--- src/rtl/fp_mult_pipe.sv ---
// Pipelined floating-point multiplier: unpack/multiply, normalise, round/except.
// A single global stall freezes all three stages while the output is blocked.
module fp_mult_pipe #(
  parameter int EXP_W = 8,
  parameter int MAN_W = 23,
  parameter int TAG_W = 4
) (
  input  logic                   clk,
  input  logic                   rst,
  input  logic                   in_valid,
  output logic                   in_ready,
  input  logic [EXP_W+MAN_W:0]   a,
  input  logic [EXP_W+MAN_W:0]   b,
  input  logic [2:0]             rnd,
  input  logic [TAG_W-1:0]       in_tag,
  output logic                   out_valid,
  input  logic                   out_ready,
  output logic [EXP_W+MAN_W:0]   z,
  output logic [7:0]             status,
  output logic [TAG_W-1:0]       out_tag
);
  localparam int EW = EXP_W + 2;
  localparam int PW = 2*MAN_W + 2;
  localparam logic [EW-1:0]    BIAS   = EW'((1 << (EXP_W-1)) - 1);
  localparam logic [EW-1:0]    EW_ONE = EW'(1);
  localparam logic [EXP_W-1:0] EMAX   = '1;
  localparam logic [EXP_W-1:0] EMAXM1 = EMAX - 1'b1;
  localparam logic [EW-1:0]    EMAX_W = {2'b00, EMAX};

  localparam logic [2:0] RM_NEAR = 3'd0, RM_ZERO = 3'd1, RM_PINF = 3'd2,
                         RM_NINF = 3'd3, RM_NUP  = 3'd4, RM_AWAY = 3'd5;
  localparam logic [1:0] SP_NONE = 2'd0, SP_ZERO = 2'd1, SP_INF = 2'd2, SP_NAN = 2'd3;

  typedef struct packed {
    logic             sign;
    logic [EW-1:0]    exp;
    logic [PW-1:0]    prod;
    logic [1:0]       sp;
    logic [2:0]       rnd;
    logic [TAG_W-1:0] tag;
  } s1_t;

  typedef struct packed {
    logic             sign;
    logic [EW-1:0]    exp;
    logic [MAN_W-1:0] mant;
    logic             grd;
    logic             stk;
    logic [1:0]       sp;
    logic [2:0]       rnd;
    logic [TAG_W-1:0] tag;
  } s2_t;

  s1_t s1_d, s1_q;
  s2_t s2_d, s2_q;
  logic [2:0]           vld_pipe_q;
  logic [EXP_W+MAN_W:0] z_d, z_q;
  logic [7:0]           st_d, st_q;
  logic [TAG_W-1:0]     tag_q;
  logic                 stall;

  assign stall     = vld_pipe_q[2] & ~out_ready;
  assign in_ready  = ~stall;
  assign out_valid = vld_pipe_q[2];
  assign z         = z_q;
  assign status    = st_q;
  assign out_tag   = tag_q;

  // S1: classify (subnormals count as zero), exponent sum, significand product
  logic [EXP_W-1:0] ea, eb;
  logic [MAN_W-1:0] fa, fb;
  logic a_zero, b_zero, a_inf, b_inf, a_nan, b_nan;
  assign ea = a[MAN_W +: EXP_W];
  assign eb = b[MAN_W +: EXP_W];
  assign fa = a[MAN_W-1:0];
  assign fb = b[MAN_W-1:0];
  assign a_zero = (ea == '0);
  assign b_zero = (eb == '0);
  assign a_inf  = (ea == EMAX) && (fa == '0);
  assign b_inf  = (eb == EMAX) && (fb == '0);
  assign a_nan  = (ea == EMAX) && (fa != '0);
  assign b_nan  = (eb == EMAX) && (fb != '0);

  always_comb begin
    s1_d.sign = a[EXP_W+MAN_W] ^ b[EXP_W+MAN_W];
    s1_d.exp  = {2'b00, ea} + {2'b00, eb} - BIAS;
    s1_d.prod = PW'({1'b1, fa}) * PW'({1'b1, fb});
    s1_d.rnd  = rnd;
    s1_d.tag  = in_tag;
    if (a_nan || b_nan || (a_zero && b_inf) || (a_inf && b_zero)) s1_d.sp = SP_NAN;
    else if (a_inf || b_inf)                                      s1_d.sp = SP_INF;
    else if (a_zero || b_zero)                                    s1_d.sp = SP_ZERO;
    else                                                          s1_d.sp = SP_NONE;
  end

  // S2: product lies in [1,4); fold the shifted-out bit into sticky when >= 2
  logic              msb;
  logic [2*MAN_W-1:0] pn;
  assign msb = s1_q.prod[PW-1];
  assign pn  = msb ? {s1_q.prod[2*MAN_W:2], s1_q.prod[1] | s1_q.prod[0]}
                   : s1_q.prod[2*MAN_W-1:0];

  always_comb begin
    s2_d.sign = s1_q.sign;
    s2_d.exp  = s1_q.exp + {{(EW-1){1'b0}}, msb};
    s2_d.mant = pn[2*MAN_W-1:MAN_W];
    s2_d.grd  = pn[MAN_W-1];
    s2_d.stk  = |pn[MAN_W-2:0];
    s2_d.sp   = s1_q.sp;
    s2_d.rnd  = s1_q.rnd;
    s2_d.tag  = s1_q.tag;
  end

  // S3: round, renormalise on carry-out, then apply overflow/underflow/specials
  logic             inc, inexact, dir_up, dir_dn, carry, unf, ovf;
  logic [MAN_W-1:0] mant_r;
  logic [EW-1:0]    exp_r;
  assign inexact = s2_q.grd | s2_q.stk;
  assign dir_up  = (s2_q.rnd == RM_PINF && !s2_q.sign) || (s2_q.rnd == RM_NINF &&  s2_q.sign);
  assign dir_dn  = (s2_q.rnd == RM_PINF &&  s2_q.sign) || (s2_q.rnd == RM_NINF && !s2_q.sign);

  always_comb begin
    case (s2_q.rnd)
      RM_ZERO: inc = 1'b0;
      RM_PINF: inc = ~s2_q.sign & inexact;
      RM_NINF: inc =  s2_q.sign & inexact;
      RM_NUP:  inc = s2_q.grd & (s2_q.stk | ~s2_q.sign);
      RM_AWAY: inc = inexact;
      default: inc = s2_q.grd & (s2_q.stk | s2_q.mant[0]);
    endcase
  end

  assign {carry, mant_r} = {1'b0, s2_q.mant} + {{MAN_W{1'b0}}, inc};
  assign exp_r = s2_q.exp + {{(EW-1){1'b0}}, carry};
  assign unf   = $signed(s2_q.exp) < $signed(EW_ONE);
  assign ovf   = $signed(exp_r) >= $signed(EMAX_W);

  always_comb begin
    z_d  = '0;
    st_d = '0;
    case (s2_q.sp)
      SP_NAN: begin
        z_d  = {1'b0, EMAX, 1'b1, {(MAN_W-1){1'b0}}};
        st_d = 8'h04;
      end
      SP_INF: begin
        z_d  = {s2_q.sign, EMAX, {MAN_W{1'b0}}};
        st_d = 8'h02;
      end
      SP_ZERO: begin
        z_d  = {s2_q.sign, {(EXP_W+MAN_W){1'b0}}};
        st_d = 8'h01;
      end
      default: begin
        if (unf) begin
          if (s2_q.rnd == RM_AWAY || dir_up) begin
            z_d  = {s2_q.sign, EXP_W'(1), {MAN_W{1'b0}}};
            st_d = 8'h28;
          end else begin
            z_d  = {s2_q.sign, {(EXP_W+MAN_W){1'b0}}};
            st_d = 8'h29;
          end
        end else if (ovf) begin
          if (s2_q.rnd == RM_ZERO || dir_dn) begin
            z_d  = {s2_q.sign, EMAXM1, {MAN_W{1'b1}}};
            st_d = 8'h30;
          end else begin
            z_d  = {s2_q.sign, EMAX, {MAN_W{1'b0}}};
            st_d = 8'h32;
          end
        end else begin
          z_d  = {s2_q.sign, exp_r[EXP_W-1:0], mant_r};
          st_d = {2'b00, inexact, 5'b00000};
        end
      end
    endcase
  end

  always_ff @(posedge clk) begin
    if (rst) begin
      vld_pipe_q <= '0;
      z_q        <= '0;
      st_q       <= '0;
      tag_q      <= '0;
    end else if (!stall) begin
      vld_pipe_q <= {vld_pipe_q[1:0], in_valid};
      s1_q       <= s1_d;
      s2_q       <= s2_d;
      if (vld_pipe_q[1]) begin
        z_q   <= z_d;
        st_q  <= st_d;
        tag_q <= s2_q.tag;
      end
    end
  end
endmodule

--- config.mk ---
export PLATFORM = sky130hd
export DESIGN_NAME = fp_mult_pipe
export DESIGN_NICKNAME = d
export VERILOG_FILES = /design/src/rtl/fp_mult_pipe.sv
export SDC_FILE = /design/constraint.sdc
export NUM_CORES = 2
export LEC_CHECK = 0
export CAP_MARGIN = 20
export CORE_UTILIZATION = 60
export DETAILED_ROUTE_END_ITERATION = 6
export HOLD_SLACK_MARGIN = 0.08
export PLACE_DENSITY = 0.85
export SLEW_MARGIN = 20
export SYNTH_ARGS = -nofsm -noshare
export SYNTH_HDL_FRONTEND = slang
export SYNTH_SLANG_ARGS = --single-unit
--- constraint.sdc ---
create_clock -name clk -period 11.09 [get_ports clk]
set_input_delay 2.7725 -clock clk [delete_from_list [all_inputs] [get_ports clk]]
set_output_delay 2.7725 -clock clk [all_outputs]
set_load 0.05 [all_outputs]
---- After elaboration in Yosys (flattened, before gate mapping) ----
Cells that the tools add are included.
operators by class
  order comparisons ....................... 2
  bitwise operators ....................... 14
  eq/ne operators ......................... 10
  mux-type cells .......................... 14
  div/mod/pow operators ................... 0
  reductions and logical operators ........ 30
  $add $sub $neg .......................... 5
  multipliers ............................. 1
  shifts and indexed selects .............. 0
operators by type and width
  operator                                                                 count
  32-bit case mux with 3 select lines                                      1
  31-bit 2-to-1 mux                                                        2
  24-bit by 24-bit multiplier with 48-bit output                           1
  24-bit 2-to-1 mux                                                        2
  23-bit zero test                                                         2
  46-bit 2-to-1 mux                                                        1
  23-bit nonzero test                                                      2
  23-bit by 1-bit adder with 24-bit output                                 1
  8-bit case mux with 3 select lines                                       1
  22-bit OR reduction                                                      1
  10-bit by 1-bit adder with 10-bit output                                 2
  8-bit == test (second input constant)                                    2
  8-bit zero test                                                          2
  8-bit 2-to-1 mux                                                         2
  10-bit by 9-bit >= comparator with 1-bit output (second input constant)  1
  1-bit logical AND                                                        10
  10-bit by 2-bit < comparator with 1-bit output (second input constant)   1
  9-bit by 7-bit subtractor with 10-bit output (second input constant)     1
  8-bit by 8-bit adder with 9-bit output                                   1
  1-bit logical OR                                                         9
  3-bit by 2-bit == test with 1-bit output (second input constant)         2
  3-bit == test (second input constant)                                    2
  1-bit AND                                                                5
  1-bit case mux with 5 select lines                                       1
  other kinds (11)                                                         21
word-level totals
  bits in registers ....................... 160
  memory bits (writable) .................. 0
  output and inout port bits .............. 46
  ROM bits ................................ 0
  input bits .............................. 75
  memories kept ........................... 0
  latch bits .............................. 0

---- Depth between registers and ports, before layout ----
  depth in word-level cells ............... 10
  depth in mapped cells ................... 26

---- Worst setup path after synthesis ----
No wires, ideal clock.
  kind .................................... input -> register
  start point ............................. input out_ready
  end point ............................... register s1_q (netlist bit msb) (enable)
  setup time .............................. 597 ps
  required time ........................... 10,493 ps
  stages on the path ...................... 3
  path buffers ............................ 1
  data arrival time ....................... 8,540 ps
  setup slack ............................. 1,953 ps
  cells stage by stage .................... nand2b_1 clkbuf_1 nor2b_1
between the ends
  word-level cells in the longest chain between the ends .. 4
RTL lines
  what                                  line  RTL
  start, declared                       17    input logic out_ready,
  1-bit inverter                        62    assign stall = vld_pipe_q[2] & ~out_ready;
  1-bit AND                             62
  1-bit inverter (no source line)       -
  net in_ready                          11    output logic in_ready,
  2-bit AND reduction (no source line)  -
  end signal, assigned                  187   s1_q <= s1_d;
  end, declared                         54    s1_t s1_d, s1_q;
The timed path passes the listed nets, and every way through them passes these cells.
A chain may end at the register's enable or synchronous reset.

==> out/qor.txt <==
number of port buffers: 118
Starting Density: 60.9%
Slew headroom: 27.5%
largest cells by area after synthesis: fa_1 (38%), edfxtp_1 (13%), ha_1 (9.5%)
synthesis-stage register bit count: 158
Async SR Flop Fraction: 0%
worst slew pin tran: 1.08 ns
Core Box Area: 0.0420 mm²
CTS hold repair buffers: 0
CTS H-tree depth: 4
Slew Viols, Final: 0
total gr overflow: 0
remaining antenna violation count: 0
f_max: 99.3 MHz
CP arrival: 10.24 ns
Cells after Synth: 2,690
Max-cap violations: 0
Mapped Avg Cell Area: 9.52 µm²
CP Data Required Time: 11.26 ns
kind of cell adding the most delay to the critical path: adder cells
setup TNS: 0 ns
die span in y: 209 µm
Placer Congestion: 1.00
post-cts sizing count: 0
initial DRC count: 1,682
CP Capture Type: flip-flop
CP dominant cell by count: fa_1
CTS tree: done
skew final: 0.00883 ns
part of the Yosys area used for sequential elements: 16.8%
Synth-to-Final Area Change: 9.90%
Syn Std Cell Area: 0.0256 mm²
GRT Total Usage: 31.3%
DP HPWL: 54,000 µm
RSZ-0062 raised after global routing: no
Hold Crit Class: flip-flop to flip-flop
Min Clock Period, post-route: 10.07 ns
largest net degree at the start of global routing: 72
Inserted Diodes: 0
CP max stage cell: fa_1
Synth Flop Type: edfxtp_1
Yosys cell types: 75
nets: 3,528
initial antenna violation count: 0
drt pass-1 iters: 6
Clock transition at path regs: 0.06 ns
CTS buffer count: 17
R2R setup slack: 5.88 ns
clock latency on the worst-skew pair: 0.43 ns
Fillers: 3,111
RR Endpoint: z[21]
Vias/cell: 5.73
area share of the largest cell type after synthesis: 37.8%
yosys synthesis warning count: 0
final routed DRC violation total: 0
global-route wire length before repair: 106,000 µm
Startpoint Class: input pin
count leader, synth: inv_1
via count: 19,100
worst r2r src: s2_q[44]
die area: 0.0435 mm²
hold_sp: s1_q[1]
final wirelength: 65,400 µm
Final setup viols: 0
outcome: completed
I/O pin cnt: 121
setup bufs post-CTS: 0
crit-path max cell delay: 0.54 ns
critical-path maximum fanout: 18
die width: 209 µm
worst path bufs/invs: 9
clock tree sinks: 158
Hold Vio Cnt, Final: 0
Clock Tree Root: clkbuf_16
Hold Crit Depth: 0
most frequent cells after synthesis: inv_1 (600), fa_1 (483), nand2_1 (322)
CP Class: input pin to flip-flop
Bufs on Longest Clock Path: 2
Hold EP: s2_q[1]
share of layout cells above drive strength 1: 5.13%
DR WL/cell: 19.7 µm
Reg2Reg Depth: 20
Post-synth EDFFs: 113
largest area contributor in the netlist: fa_1
# rows: 75
part of the cycle the worst path needs: 90.8%
vias in the first global route: 20,400
## metal layers
layer,track usage [%],routed length (µm),part of all wire (%),vias up
met3,7.02,6600,10,200
li1,-,-,-,8396
met1,39.8,25100,38,9336
met4,14.0,3210,4.9,0
met2,51.6,30500,47,1127
met5,0,0,0,-
## how the worst max path moves through the flow
stage                          from   to  slack [ns]  cells after the start
final                          b[8]  msb        1.02                     26
after global routing           b[8]  msb        0.77                     26
after CTS                      b[8]  msb        1.19                     26
after detailed placement       b[8]  msb        0.72                     26
after global placement         b[8]  msb        0.80                     26
after floorplan           out_ready  msb        1.95                      3
## through the flow
stage	hold WS, ns	util [%]	cells	setup slack (ns)	cell area (µm²)
2_1_floorplan	0.400	-	2691	1.95	25600
3_3_place_gp	0.404	65.4	3295	0.802	27500
3_5_place_dp	0.405	65.4	3295	0.725	27500
4_1_cts	0.416	66.9	3327	1.19	28100
5_1_grt	0.418	66.9	3328	0.775	28100
6_report	0.416	66.9	3328	1.02	28100
## cells in the final DEF, fill, tap and decap left out, drive strengths merged, types with 33 or more instances in the layout
cell type      count
inv              606
fa               483
nand2            323
and2             253
ha               194
clkdlybuf4s50    118
edfxtp           113
nor2              90
a21oi             80
buf               64
xnor2             49
dfxtp             45
xor2              34
nand3             33
## flip-flops by register name, indices dropped and copies added (netlist names)
register / count
msb: 1
out_tag: 4
s1_q: 67
s2_q: 45
status: 6
vld_pipe_q: 3
z: 32
## layout make-up
cell class                 instances  area, µm²  area share, %
sequential                       158       4290           15.3
multi-input combinational       1814      18600           66.1
timing repair buffer             182       1680           5.97
inverter                         603       2260           8.04
clock buffer                      20        468           1.66
tap                              539        674           2.40
clock inverter                    12        149          0.529
## cell families (layout without fill, tap and decap cells)
kind of cell,after synthesis,after routing,share of synthesized area [%]
other,1,2,0.0146
AOI/OAI and AO/OA,212,212,5.55
muxes,26,26,1.13
and+or+nand+nor,814,814,15.8
xor gates and xnor gates,83,83,2.84
buffers and inverters,719,817,10.6
adders and majority gates,677,677,47.2
DFF,158,158,16.8
## worst register-to-register path, cell delays in order (launching register included)
cell      delay, ns
edfxtp_1       0.48
xor2_1         0.20
or3_1          0.33
nand3_1        0.11
a32o_1         0.15
ha_1           0.21
and4_1         0.29
nand2_1        0.13
nor3_2         0.34
and4_1         0.35
ha_1           0.25
ha_1           0.29
nand3_1        0.12
xnor2_1        0.16
nand4_1        0.11
o21ai_1        0.09
a32oi_2        0.15
buf_4          0.31
o21ai_1        0.20
nor3_4         0.64
a22o_1         0.26
Power is left out: the tool's default activity adds up to more than one toggle a clock period on the data nets, which glitch-free logic cannot reach.
